## src/rtl/matmul_pkg.sv

```systemverilog
`default_nettype none
// ============================================================================
//  Module      : matmul_pkg
//  Description : Shared types and constants for the matmul sequencer:
//                FSM state encoding, default array geometry, element type
//                and the feed-index width helper.
//  Revision    : 1.0  initial release
// ============================================================================
package matmul_pkg;

    // Default array geometry; instances may override via module parameters.
    localparam int DIM_DEFAULT   = 4;
    localparam int WIDTH_DEFAULT = 8;

    // Feed index must also be able to hold DIM (the "zero vector" slot).
    function automatic int idx_w(input int dim);
        return $clog2(dim + 1);
    endfunction

    localparam int IDX_W = idx_w(DIM_DEFAULT);

    typedef logic [WIDTH_DEFAULT-1:0] elem_t;

    typedef enum logic [2:0] {
        IDLE  = 3'd0,
        CLEAR = 3'd1,
        FEED  = 3'd2,
        FLUSH = 3'd3,
        DONE  = 3'd4
    } seq_state_t;

endpackage : matmul_pkg
`default_nettype wire

```

## src/rtl/matmul_sequencer_if.sv

```systemverilog
`default_nettype none
// ============================================================================
//  Module      : matmul_sequencer_if
//  Description : Handshake / data bundle between the operand source, the
//                systolic array edge and the matmul sequencer.
//                master = source/array/consumer side, slave = sequencer.
//  Signals     : start/start_ready, a_in/b_in (DIM*DIM*WIDTH), stall, abort,
//                a_vec/b_vec (DIM*WIDTH), feed_index, feed_valid,
//                array_clear, result_valid/result_ready, busy
//  Revision    : 1.0  initial release
// ============================================================================
interface matmul_sequencer_if #(
    parameter int DIM   = 4,
    parameter int WIDTH = 8
);
    localparam int c_IDX_W = $clog2(DIM + 1);

    logic                       start;
    logic                       start_ready;
    logic [DIM*DIM*WIDTH-1:0]   a_in;
    logic [DIM*DIM*WIDTH-1:0]   b_in;
    logic                       stall;
    logic                       abort;
    logic [DIM*WIDTH-1:0]       a_vec;
    logic [DIM*WIDTH-1:0]       b_vec;
    logic [c_IDX_W-1:0]         feed_index;
    logic                       feed_valid;
    logic                       array_clear;
    logic                       result_valid;
    logic                       result_ready;
    logic                       busy;

    modport master (
        output start, a_in, b_in, stall, abort, result_ready,
        input  start_ready, a_vec, b_vec, feed_index, feed_valid,
               array_clear, result_valid, busy
    );

    modport slave (
        input  start, a_in, b_in, stall, abort, result_ready,
        output start_ready, a_vec, b_vec, feed_index, feed_valid,
               array_clear, result_valid, busy
    );

endinterface : matmul_sequencer_if
`default_nettype wire

```

## src/rtl/matmul_sequencer_operand_slice.sv

```systemverilog
`default_nettype none
// ============================================================================
//  Module      : operand_slice
//  Description : Combinational slice select from a flattened DIM x DIM
//                matrix laid out [row][col][WIDTH] (element (0,0) at LSB).
//                ROW!=0 returns row i_index, ROW==0 returns column i_index.
//                Any index >= DIM yields an all-zero vector.
//  Ports       : i_mat   [DIM*DIM*WIDTH] registered matrix
//                i_index [IDX_W]         slice index
//                o_vec   [DIM*WIDTH]     selected slice, element k at k*WIDTH
//  Revision    : 1.0  initial release
// ============================================================================
module operand_slice #(
    parameter int DIM   = 4,
    parameter int WIDTH = 8,
    parameter int ROW   = 1,
    parameter int IDX_W = 3
) (
    input  wire logic [DIM*DIM*WIDTH-1:0] i_mat,
    input  wire logic [IDX_W-1:0]         i_index,
    output logic      [DIM*WIDTH-1:0]     o_vec
);

    logic [DIM*WIDTH-1:0] w_vec;

    // Compare against every legal index rather than using i_index as a
    // variable part-select base: index DIM falls through to the zero default.
    always_comb begin
        w_vec = '0;
        for (int s = 0; s < DIM; s++) begin
            if (i_index == IDX_W'(s)) begin
                for (int k = 0; k < DIM; k++) begin
                    if (ROW != 0)
                        w_vec[k*WIDTH +: WIDTH] = i_mat[(s*DIM + k)*WIDTH +: WIDTH];
                    else
                        w_vec[k*WIDTH +: WIDTH] = i_mat[(k*DIM + s)*WIDTH +: WIDTH];
                end
            end
        end
    end

    assign o_vec = w_vec;

endmodule : operand_slice
`default_nettype wire

```

## src/rtl/matmul_sequencer.sv

```systemverilog
`default_nettype none
// ============================================================================
//  Module      : matmul_sequencer
//  Description : Sequences one DIM x DIM matrix multiply through a systolic
//                array: latches A/B on start, pulses an accumulator clear,
//                feeds row i of A / column i of B for DIM slices, feeds zero
//                vectors for DRAIN_CYCLES while the array drains, then holds
//                result_valid until the consumer accepts.
//  Ports       : clk      clock
//                reset_n  asynchronous active-low reset
//                bus      matmul_sequencer_if.slave (handshakes, operands,
//                         feed vectors, status)
//  Revision    : 1.0  initial release
// ============================================================================
module matmul_sequencer
    import matmul_pkg::*;
#(
    parameter int DIM          = 4,
    parameter int WIDTH        = 8,
    parameter int DRAIN_CYCLES = 7
) (
    input  wire logic         clk,
    input  wire logic         reset_n,
    matmul_sequencer_if.slave bus
);

    localparam int c_IDX_W = idx_w(DIM);
    localparam int c_DRN_W = $clog2(DRAIN_CYCLES + 1);
    localparam int c_MAT_W = DIM * DIM * WIDTH;

    localparam logic [c_IDX_W-1:0] c_IDX_LAST = c_IDX_W'(DIM - 1);
    localparam logic [c_IDX_W-1:0] c_IDX_END  = c_IDX_W'(DIM);
    localparam logic [c_DRN_W-1:0] c_DRN_LAST = c_DRN_W'(DRAIN_CYCLES - 1);

    seq_state_t          r_state;
    logic [c_IDX_W-1:0]  r_idx;
    logic [c_DRN_W-1:0]  r_drain;
    logic [c_MAT_W-1:0]  r_a;
    logic [c_MAT_W-1:0]  r_b;

    logic [DIM*WIDTH-1:0] w_a_vec;
    logic [DIM*WIDTH-1:0] w_b_vec;

    always_ff @(posedge clk or negedge reset_n) begin
        if (!reset_n) begin
            r_state <= IDLE;
            r_idx   <= '0;
            r_drain <= '0;
            r_a     <= '0;
            r_b     <= '0;
        end else if (bus.abort && (r_state != IDLE)) begin
            // Operands are left in place; they are stale until the next accept.
            r_state <= IDLE;
            r_idx   <= '0;
            r_drain <= '0;
        end else begin
            case (r_state)
                IDLE: begin
                    if (bus.start) begin
                        r_a     <= bus.a_in;
                        r_b     <= bus.b_in;
                        r_state <= CLEAR;
                    end
                end
                CLEAR: begin
                    r_idx   <= '0;
                    r_state <= FEED;
                end
                FEED: begin
                    if (!bus.stall) begin
                        if (r_idx == c_IDX_LAST) begin
                            r_idx   <= c_IDX_END;
                            r_drain <= '0;
                            r_state <= FLUSH;
                        end else begin
                            r_idx <= r_idx + c_IDX_W'(1);
                        end
                    end
                end
                FLUSH: begin
                    if (!bus.stall) begin
                        if (r_drain == c_DRN_LAST) begin
                            r_drain <= '0;
                            r_state <= DONE;
                        end else begin
                            r_drain <= r_drain + c_DRN_W'(1);
                        end
                    end
                end
                DONE: begin
                    if (bus.result_ready) begin
                        r_idx   <= '0;
                        r_state <= IDLE;
                    end
                end
                default: begin
                    r_state <= IDLE;
                    r_idx   <= '0;
                    r_drain <= '0;
                end
            endcase
        end
    end

    // Row i of A and column i of B; index DIM (FLUSH/DONE) gives zero vectors.
    operand_slice #(
        .DIM   (DIM),
        .WIDTH (WIDTH),
        .ROW   (1),
        .IDX_W (c_IDX_W)
    ) u_a_slice (
        .i_mat   (r_a),
        .i_index (r_idx),
        .o_vec   (w_a_vec)
    );

    operand_slice #(
        .DIM   (DIM),
        .WIDTH (WIDTH),
        .ROW   (0),
        .IDX_W (c_IDX_W)
    ) u_b_slice (
        .i_mat   (r_b),
        .i_index (r_idx),
        .o_vec   (w_b_vec)
    );

    // Status outputs decode the registered state only; feed_valid alone
    // follows stall in the same cycle so the array never sees a held slice twice.
    assign bus.start_ready  = (r_state == IDLE);
    assign bus.busy         = (r_state != IDLE);
    assign bus.array_clear  = (r_state == CLEAR);
    assign bus.result_valid = (r_state == DONE);
    assign bus.feed_valid   = (r_state == FEED) && !bus.stall;
    assign bus.feed_index   = r_idx;
    assign bus.a_vec        = w_a_vec;
    assign bus.b_vec        = w_b_vec;

endmodule : matmul_sequencer
`default_nettype wire
```

## src/flat_wrapper.sv

```systemverilog
// flat-port wrapper written by rule: the top's interface ports become plain ports
module matmul_sequencer_flat import matmul_pkg::*;
#(
    parameter int DIM          = 4,
    parameter int WIDTH        = 8,
    parameter int DRAIN_CYCLES = 7
)
  (clk, reset_n, bus_start, bus_a_in, bus_b_in, bus_stall, bus_abort, bus_result_ready, bus_start_ready, bus_a_vec, bus_b_vec, bus_feed_index, bus_feed_valid, bus_array_clear, bus_result_valid, bus_busy);
  matmul_sequencer_if #(.DIM(DIM), .WIDTH(WIDTH)) bus_i ();
  input  wire logic clk;
  input  wire logic reset_n;
  input wire logic [$bits(bus_i.start)-1:0] bus_start;
  input wire logic [$bits(bus_i.a_in)-1:0] bus_a_in;
  input wire logic [$bits(bus_i.b_in)-1:0] bus_b_in;
  input wire logic [$bits(bus_i.stall)-1:0] bus_stall;
  input wire logic [$bits(bus_i.abort)-1:0] bus_abort;
  input wire logic [$bits(bus_i.result_ready)-1:0] bus_result_ready;
  output wire logic [$bits(bus_i.start_ready)-1:0] bus_start_ready;
  output wire logic [$bits(bus_i.a_vec)-1:0] bus_a_vec;
  output wire logic [$bits(bus_i.b_vec)-1:0] bus_b_vec;
  output wire logic [$bits(bus_i.feed_index)-1:0] bus_feed_index;
  output wire logic [$bits(bus_i.feed_valid)-1:0] bus_feed_valid;
  output wire logic [$bits(bus_i.array_clear)-1:0] bus_array_clear;
  output wire logic [$bits(bus_i.result_valid)-1:0] bus_result_valid;
  output wire logic [$bits(bus_i.busy)-1:0] bus_busy;
  assign bus_i.start = bus_start;
  assign bus_i.a_in = bus_a_in;
  assign bus_i.b_in = bus_b_in;
  assign bus_i.stall = bus_stall;
  assign bus_i.abort = bus_abort;
  assign bus_i.result_ready = bus_result_ready;
  assign bus_start_ready = bus_i.start_ready;
  assign bus_a_vec = bus_i.a_vec;
  assign bus_b_vec = bus_i.b_vec;
  assign bus_feed_index = bus_i.feed_index;
  assign bus_feed_valid = bus_i.feed_valid;
  assign bus_array_clear = bus_i.array_clear;
  assign bus_result_valid = bus_i.result_valid;
  assign bus_busy = bus_i.busy;
  matmul_sequencer #(.DIM(DIM), .WIDTH(WIDTH), .DRAIN_CYCLES(DRAIN_CYCLES)) u_core (.clk(clk), .reset_n(reset_n), .bus(bus_i));
endmodule
```

## config.mk

```make
export PLATFORM = sky130hd
export DESIGN_NAME = matmul_sequencer_flat
export DESIGN_NICKNAME = d
export VERILOG_FILES = /design/src/rtl/matmul_pkg.sv /design/src/rtl/matmul_sequencer_if.sv /design/src/rtl/matmul_sequencer_operand_slice.sv /design/src/rtl/matmul_sequencer.sv /design/src/flat_wrapper.sv
export SDC_FILE = /design/constraint.sdc
export NUM_CORES = 1
export LEC_CHECK = 0
export ABC_AREA = 1
export CAP_MARGIN = 20
export CORE_MARGIN = 2
export CORE_UTILIZATION = 49
export DETAILED_ROUTE_END_ITERATION = 16
export PLACE_DENSITY = 0.8
export SLEW_MARGIN = 20
export SYNTH_ARGS = -nofsm -noshare
export SYNTH_HDL_FRONTEND = slang
export SYNTH_SLANG_ARGS = --single-unit
```

## constraint.sdc

```tcl
create_clock -name clk -period 2.5 [get_ports clk]
set_clock_uncertainty 0.15 [all_clocks]
set_input_delay 0.375 -clock clk [delete_from_list [all_inputs] [get_ports clk]]
set_output_delay 0.375 -clock clk [all_outputs]
set_load 0.01 [all_outputs]
```

==> results of run 1 <==
==> layout by cell type (no fill, tap or decap), types with 2 or more instances in the layout <==
master             n
nor3_1             2
buf_12            36
buf_6             19
clkbuf_1           8
inv_4              2
dfrtp_2            2
nor2_4             4
clkbuf_8          10
nand2_1          747
o21ai_1           14
dfrtp_1          263
buf_16             5
o21ai_0          243
ha_2               2
nor2_1            19
clkdlybuf4s50_1  267
diode_2            4
buf_4             18
ha_4               2
inv_2              4
inv_8              2
clkbuf_16         38
nand2_2           50
nand2_4           16
buf_2             53
buf_8              6
nand3_2           63
nand3_1           75
inv_1             76
clkinv_2           5
==> metrics by stage <==
stage	std cells	instance area, µm²	setup slack (ns)	util, %
detailed placement	2296	16500	-0.0585	63.8
floorplan	1708	12800	0.318	-
global route	2396	18700	-0.343	72.3
global placement	2296	16500	-0.0248	63.8
CTS	2385	18000	-0.323	69.7
finish	2399	18700	-0.252	72.3
==> critical path, stage by stage (launching register included) <==
cell and delay, ns:
dfrtp_1 0.39, buf_6 0.12, ha_4 0.16, inv_4 0.04, nor2_4 0.17, buf_12 0.18
buf_12 0.13, buf_6 0.10, nand2_2 0.04, nand3_2 0.06, nand3_2 0.06, nand2_1 0.08
buf_2 0.13
==> routing by layer <==
| layer | part of all wire [%] | track usage, % | wire length [µm] | up-vias |
|---|---|---|---|---|
| li1 | - | - | - | 6054 |
| met1 | 39 | 41.2 | 17300 | 6214 |
| met2 | 48 | 49.8 | 21000 | 720 |
| met3 | 10 | 5.57 | 4400 | 113 |
| met4 | 2.9 | 9.05 | 1290 | 0 |
| met5 | 0 | 0 | 0 | - |
==> power by group through the flow <==
stage,Clock (W),Combinational [W],Sequential [W]
finish,0.00429,0.0106,0.00738
CTS,0.00432,0.00975,0.00722
global placement,0,0.00894,0.00716
global route,0.00451,0.0117,0.00757
floorplan,0,0.00539,0.00697
detailed placement,0,0.00917,0.00726
==> how the worst min path moves through the flow <==
stage          slack [ns]                        to  depth (start not counted)
2_1_floorplan       -0.07  u_core.bus.feed_index[0]                          0
3_3_place_gp         0.25            u_core.r_b[47]                          1
3_5_place_dp         0.25            u_core.r_b[47]                          1
4_1_cts              0.19            u_core.r_b[78]                          3
5_1_grt              0.20           u_core.r_a[105]                          3
6_report             0.20           u_core.r_a[127]                          3
==> final cells by class <==
| class | count | area [µm²] | area share, % |
|---|---|---|---|
| antenna | 4 | 10.0 | 0.0536 |
| clock buffer | 47 | 893 | 4.78 |
| clock inverter | 7 | 63.8 | 0.342 |
| inverter | 84 | 335 | 1.80 |
| multi-input combinational | 1242 | 5840 | 31.3 |
| sequential | 265 | 6630 | 35.5 |
| tap | 335 | 419 | 2.24 |
| timing repair buffer | 415 | 4480 | 24.0 |
==> cell usage after synthesis (all sizes together) <==
cell type / instances
nand2: 813
dfrtp: 265
o21ai: 257
nand3: 139
inv: 84
clkbuf: 62
buf: 55
nor2: 23
ha: 5
nor3: 2
a21oi: 1
nand3b: 1
nand4: 1
==> kinds of logic after synthesis <==
family,count (synthesis)
compound gates,258
flops,265
simple gates,979
fa+ha+maj,5
buf+inv,201
==> sequential cells by signal, summed over array words and instances, names as in the netlist <==
register	flops
u_core.r_b	128
u_core.r_state	3
u_core.bus.feed_index	3
u_core.r_a	128
u_core.r_drain	3
==> what timing repair did <==
| action | in CTS | in global routing |
|---|---|---|
| setup buffers | 24 | 7 |
| resized for setup | 345 | 136 |
| hold endpoints to repair | 67 | 0 |
| gates cloned | 11 | 9 |
| hold buffers | 1 | 0 |
| setup endpoints to repair | 66 | 65 |
| pin swaps | 37 | 89 |
==> summary.md, run 1 <==
| Metric | Value |
|---|---|
| WHS | between 0.2 and 0.25 ns |
| Hold Path Class | in -> reg |
| Final total power | 0.0223 W |
| Worst vdd ir | just under 0.0009 V |
| Total wire length | ~44000 µm |
| Final ANT Viol Nets | 0 |
| Switching power | about 0.009 W |
| Avg Cell Area, Syn | around 7.5 µm² |
| Synth Register Bits | between 200 and 300 |
| Switching Fraction | roughly 40% |
| Max FO, Critical Path | 6 |
| Synth Area in Simple Gates | between 30% and 40% |
| Number of global-route vias before repair | ~13k |
| Global-route wire length before repair | around 65000 µm |
| Synth warn | 0 |
| Drt via density | between 5 and 6 |
| Clock transition at the registers of the reported paths | roughly 0.060 ns |
| Max-cap violations | 0 |
| Compound-Gate Fraction of Synth Area | around a tenth |
| Cell taking the most area after synthesis | dfrtp_1 |
| Initial Utilization | 49.4% |
| Adder-cell area share of the yosys netlist | less than 1% |
| Drt first-iter violations | approximately 1.4k |
| Filler instances | between 1.5k and 2k |
| TritonCTS Sinks | 265 |
| Syn Inst Count | roughly 1.7k |
| Hold Path Origin | bus_a_in[127] |
| Post-DP HPWL | between 20000 and 30000 µm |
| Outcome | complete, but fails checks |
| Final period util | 110% |
| Die height | 165 µm |
| Largest family of logic cells by synthesized area | simple AND/OR/NAND/NOR gates |
| CP Launch Point | u_core.bus.feed_index[0] |
| Crit path launch type | flip-flop |
| Largest net degree at the start of global routing | around 130 |
| Final setup viols | 64 |
| Setup TNS | -12.14 ns |
| Max H-tree Level | 1 |
| Layout cells sized above 1 | 16.5% |
| Slew HR | between 50% and 60% |
| DRC | 0 |
| Synth top area share | between 50% and 60% |
| Syn nets | slightly below 2k |
| Worst skew pair latency | roughly 0.56 ns |
| CP endpoint | bus_a_vec[18] |
| Total core area | 0.0258 mm² |
| Clock Path Buffers | 3 |
| Failing checks | negative setup slack |
| Grt ovf | 0 |
| Power share of the sequential group | about a third |
| RD Place Congestion | between 0.8 and 0.9 |
| Number of buffers created by CTS | 29 |
| Logic pwr share | roughly 48% |
| CP Capture Type | output pin |
| Transition time of the tightest slew-check pin | 0.718 ns |
| Ranking of synthesized cells by area | dfrtp_1, nand2_1, o21ai_0, nand3_1, inv_1 |
| Router iterations before antenna repair | 5 |
| Clk network pwr share | a little under a fifth |
| Routed len/inst | around 18 µm |
| Root Driver | clkbuf_16 |
| Final worst setup slack | -0.252 ns |
| Final hold violations | 0 |
| Row count | around 60 |
| WP data required | just under 2 ns |
| FF-to-FF setup slack | between 0.3 and 0.4 ns |
| PwrDens | 1190 mW/mm² |
| Crit path DAT | 2.23 ns |
| Min cycle time layout | ~2.8 ns |
| Die W | ~170 µm |
| FF-to-FF path depth | 12 |
| Xor/xnor share of the synthesized area | 0% |
| Mux cell area share after synthesis | 0% |
| RSZ-0062 raised after global routing | true |
| Cell area after synthesis | approximately 0.013 mm² |
| Final nets | between 2k and 2.5k |
| Vias | around 13k |
| TritonCTS clock tree | built |
| Slew Limit Fails | 0 |
| Layout area overhead | 46.4% |
| Fmax | approximately 0.36 GHz |
| Worst r2r src | u_core.bus.feed_index[0] |
| Initial antenna violation count | 2 |
| Die Area | 0.0273 mm² |
| Post-synthesis sequential area ratio | around half |
| Netlist cell types | 21 |
| Worst r2r dst | u_core.r_drain[2] |
| Leak | around 9.4 nW |
| Setup CP Type | reg -> out |
| Total GRT Usage | 30.3% |
| PortBufs | 333 |
| I/O Pins | 334 |
| Internal power | 0.0133 W |
Note: power is estimated with default switching activity, not from simulation.
==> run 2, diff against run 1 <==
- ABC_AREA: 1 -> unset
- CORE_UTILIZATION: 49 -> 50
- PLACE_DENSITY: 0.8 -> unset
- PLACE_DENSITY_LB_ADDON: unset -> 0.25
==> summary.md, run 2 <==
| Metric | Value |
|---|---|
| CP Capture Type | output pin |
| Layout Cells excl Fill | 1742 (-27%) |
| Final hold violations | 0 (unchanged) |
| Total GRT Usage | 26.7% (-3.6 points) |
| Die W | 168 µm (+1.7%) |
| Drt via density | 5.56 (+1.8%) |
| Initial antenna violation count | 4 (+2) |
| Setup TNS | -19.92 ns (-7.78 ns) |
| Avg Cell Area, Syn | 13.7 µm² (+84%) |
| Final setup viols | 64 (unchanged) |
| Total wire length | 40500 µm (-7.8%) |
| FF-to-FF setup slack | 0.26 ns (-0.07 ns) |
| Worst r2r dst | u_core.r_b[67] |
| Layout cells sized above 1 | 40.2% (+24 points) |
| Die Area | 0.0283 mm² (+3.3%) |
| Post-synthesis sequential area ratio | 49.3% (-2.7 points) |
| Clock transition at the registers of the reported paths | 0.06 ns (about the same) |
| Worst skew pair latency | 0.54 ns (-0.02 ns) |
| Syn nets | 1247 (-37%) |
| Util after Layout | 72.1% (-0.24 points) |
| Number of buffers created by CTS | 28 (-3.4%) |
| Max-cap violations | 0 (unchanged) |
| RD Place Congestion | 0.822 (-7.6%) |
| PwrDens | 1230 mW/mm² (+3.4%) |
| TritonCTS Sinks | 265 (unchanged) |
| Crit path launch type | flip-flop |
| Number of flops mapped to enable cells by yosys | 0 (unchanged) |
| Total core area | 0.0267 mm² (+3.4%) |
| Synth warn | 0 (unchanged) |
| Slowest-stage cell, CP | dfrtp_1 |
| I/O Pins | 334 (unchanged) |
| Slew Limit Fails | 0 (unchanged) |
| Asr flop ratio synth | 100% (unchanged) |
| Transition time of the tightest slew-check pin | 0.482 ns (-0.236 ns) |
| Outcome | complete, but fails checks |
| WP data required | 1.98 ns (about the same) |
| Worst vdd ir | 0.000680 V (-22%) |
| Fmax | 0.343 GHz (-5.6%) |
| Most frequent cells in the layout | clkdlybuf4s50_1, dfrtp_1, mux2_4, nand2_1, nand2b_1 |
| Max FO, Critical Path | 14 (+8) |
| Final ANT Viol Nets | 0 (unchanged) |
| Final period util | 117% (+6.5 points) |
| Layout area overhead | 43.0% |
| Die height | 168 µm (+1.7%) |
| Largest net degree at the start of global routing | 63 (-50%) |
| Cell taking the most area after synthesis | dfrtp_1 |
| Post-DP HPWL | 23600 µm (-9.0%) |
| Hold Path Class | in -> async |
| Cell count after placement | 1627 (-29%) |
| Synth Register Bits | 265 (unchanged) |
| Cell area after synthesis | 0.0135 mm² (+5.5%) |
| Largest family of logic cells by synthesized area | multiplexers |
| Worst r2r src | u_core.r_state[2] |
| Number of global-route vias before repair | 10.0k (-20%) |
| Slew HR | 67.8% (+16 points) |
| Setup CP Type | reg -> out |
| Clock Path Buffers | 3 (unchanged) |
| WHS | 0.189 ns (-0.0132 ns) |
| Ys flop type | dfrtp_1 |
| Compound-Gate Fraction of Synth Area | 10.1% (-0.011 points) |
| DRC | 0 (unchanged) |
| Failing checks | negative setup slack |
| Largest registers | u_core.r_a x128, u_core.r_b x128 |
| Final nets | 1644 (-29%) |
| RSZ-0062 raised after global routing | true |
| Cell with the most instances after synthesis | dfrtp_1 |
| FF-to-FF path depth | 4 (-8) |
| Grt ovf | 0 (unchanged) |
| Final worst setup slack | -0.415 ns (-0.163 ns) |
| Crit-path cells | buf_6 -> inv_4 -> ha_4 -> buf_8 -> nand2b_1 -> a32o_2 -> dlygate4sd2_1 |
| PortBufs | 333 (unchanged) |
| Root Driver | clkbuf_16 |
| Netlist cell types | 37 (+76%) |
| Syn Inst Count | 980 (-43%) |
| Mux cell area share after synthesis | 28.3% (+28 points) |
| TritonCTS clock tree | built |
| Synth Area in Simple Gates | 6.14% (-24 points) |
| Crit-path max cell delay | 0.43 ns (+0.04 ns) |
| Leak | 8.54 nW (-8.7%) |
| Synth top area share | 49.3% (-2.7 points) |
| Crit path DAT | 2.39 ns (+0.16 ns) |
| Max H-tree Level | 1 (unchanged) |
| Routed len/inst | 23.3 µm (+27%) |
| Row count | 60 (+1.7%) |
| Post-route cell area | 0.0193 mm² (+3.1%) |
| Ranking of synthesized cells by area | dfrtp_1, mux2_4, a32o_1, buf_12, nand2b_1 |
| Global-route wire length before repair | 58700 µm (-10%) |
| Adder-cell area share of the yosys netlist | 0.539% (+0.049 points) |
| Initial Utilization | 50.4% (+1.0 points) |
| Drt first-iter violations | 690 (-50%) |
| Router iterations before antenna repair | 5 (unchanged) |
| Commonest cells in the netlist | dfrtp_1, mux2_4, nand2_1 |
| Vias | 9681 (-26%) |
| DP Area | 0.0172 mm² (+4.3%) |
| Min cycle time layout | 2.91 ns (+0.163 ns) |
| Xor/xnor share of the synthesized area | 0% (unchanged) |
## run 2: changes by cell type after synthesis, moves of 14 or more
cell | before | now
nand2_1 | 812 | 70
o21ai_1 | 14 | 0
mux2_4 | 0 | 240
mux2_2 | 0 | 18
a21oi_1 | 1 | 66
buf_2 | 38 | 8
a32o_1 | 0 | 64
buf_12 | 0 | 22
nand2b_1 | 0 | 64
inv_1 | 80 | 5
clkbuf_1 | 52 | 38
buf_4 | 15 | 1
nand3_1 | 139 | 0
o21ai_0 | 243 | 67
## run 2: logic make-up after synthesis
| kind of cell | Yosys count |
|---|---|
| flip-flops | 265 |
| multiplexers | 259 |
| AO/OA/AOI/OAI | 204 |
| AND/OR/NAND/NOR | 160 |
| buffers and inverters | 86 |
| adder cells (fa/ha/maj) | 6 |
## run 2: power by group
group | internal (W) | switching (W) | leakage (nW) | total (W)
clock network | 0.00270 | 0.00174 | 0.492 | 0.00444
logic | 0.00707 | 0.00435 | 4.93 | 0.0114
registers | 0.00646 | 0.00144 | 3.12 | 0.00790
total | 0.0162 | 0.00753 | 8.54 | 0.0238
## run 2: worst max path at each step
stage                                   from       endpoint  slack [ns]  cells past startpoint
floorplan           u_core.bus.feed_index[0]   bus_a_vec[0]        0.13                      6
global placement    u_core.bus.feed_index[0]  bus_b_vec[21]       -0.17                      7
detailed placement  u_core.bus.feed_index[0]  bus_b_vec[21]       -0.19                      7
CTS                 u_core.bus.feed_index[0]   bus_a_vec[0]       -0.53                      9
global route        u_core.bus.feed_index[0]  bus_a_vec[10]       -0.49                      7
finish              u_core.bus.feed_index[0]  bus_a_vec[10]       -0.41                      7
## run 2: what timing repair did
item | in CTS | in global routing
hold endpoints to repair | 49 | 0
gates cloned | 10 | 11
pin swaps | 2 | 36
endpoints found under the setup margin | 66 | 65
hold buffers | 1 | 0
setup buffers | 20 | 24
resized for setup | 299 | 159
## run 2: metal layers
layer  up-vias  GRT usage (%)  part of all wire, %
met3        60           6.06                  6.7
met1      4921           36.0                   43
met2       364           43.6                   48
met5         -              0                    0
li1       4336              -                    -
met4         0           7.38                  2.4
## run 2: per-stage QoR
stage	setup slack, ns	power (W)
floorplan	0.127	0.0148
global placement	-0.166	0.0184
detailed placement	-0.185	0.0186
CTS	-0.527	0.0230
global route	-0.485	0.0249
finish	-0.415	0.0238
## run 2: cell type report
cell class	count	area, µm²
repair buffers	448	4770
multi-input cells	629	6410
diodes	3	7.51
clock inverters	13	168
flip-flops and latches	265	6630
inverters	5	21.3
clock buffers	38	820
fillers	1808	7470
well taps	341	427
## run 2: critical path, delay by kind of cell, from the launching register on
family / cells / cell delay, ns
DFF: 1 / 0.43
AOI/OAI and AO/OA: 1 / 0.30
and+or+nand+nor: 1 / 0.11
adders and majority gates: 1 / 0.27
buffers and inverters: 4 / 0.73
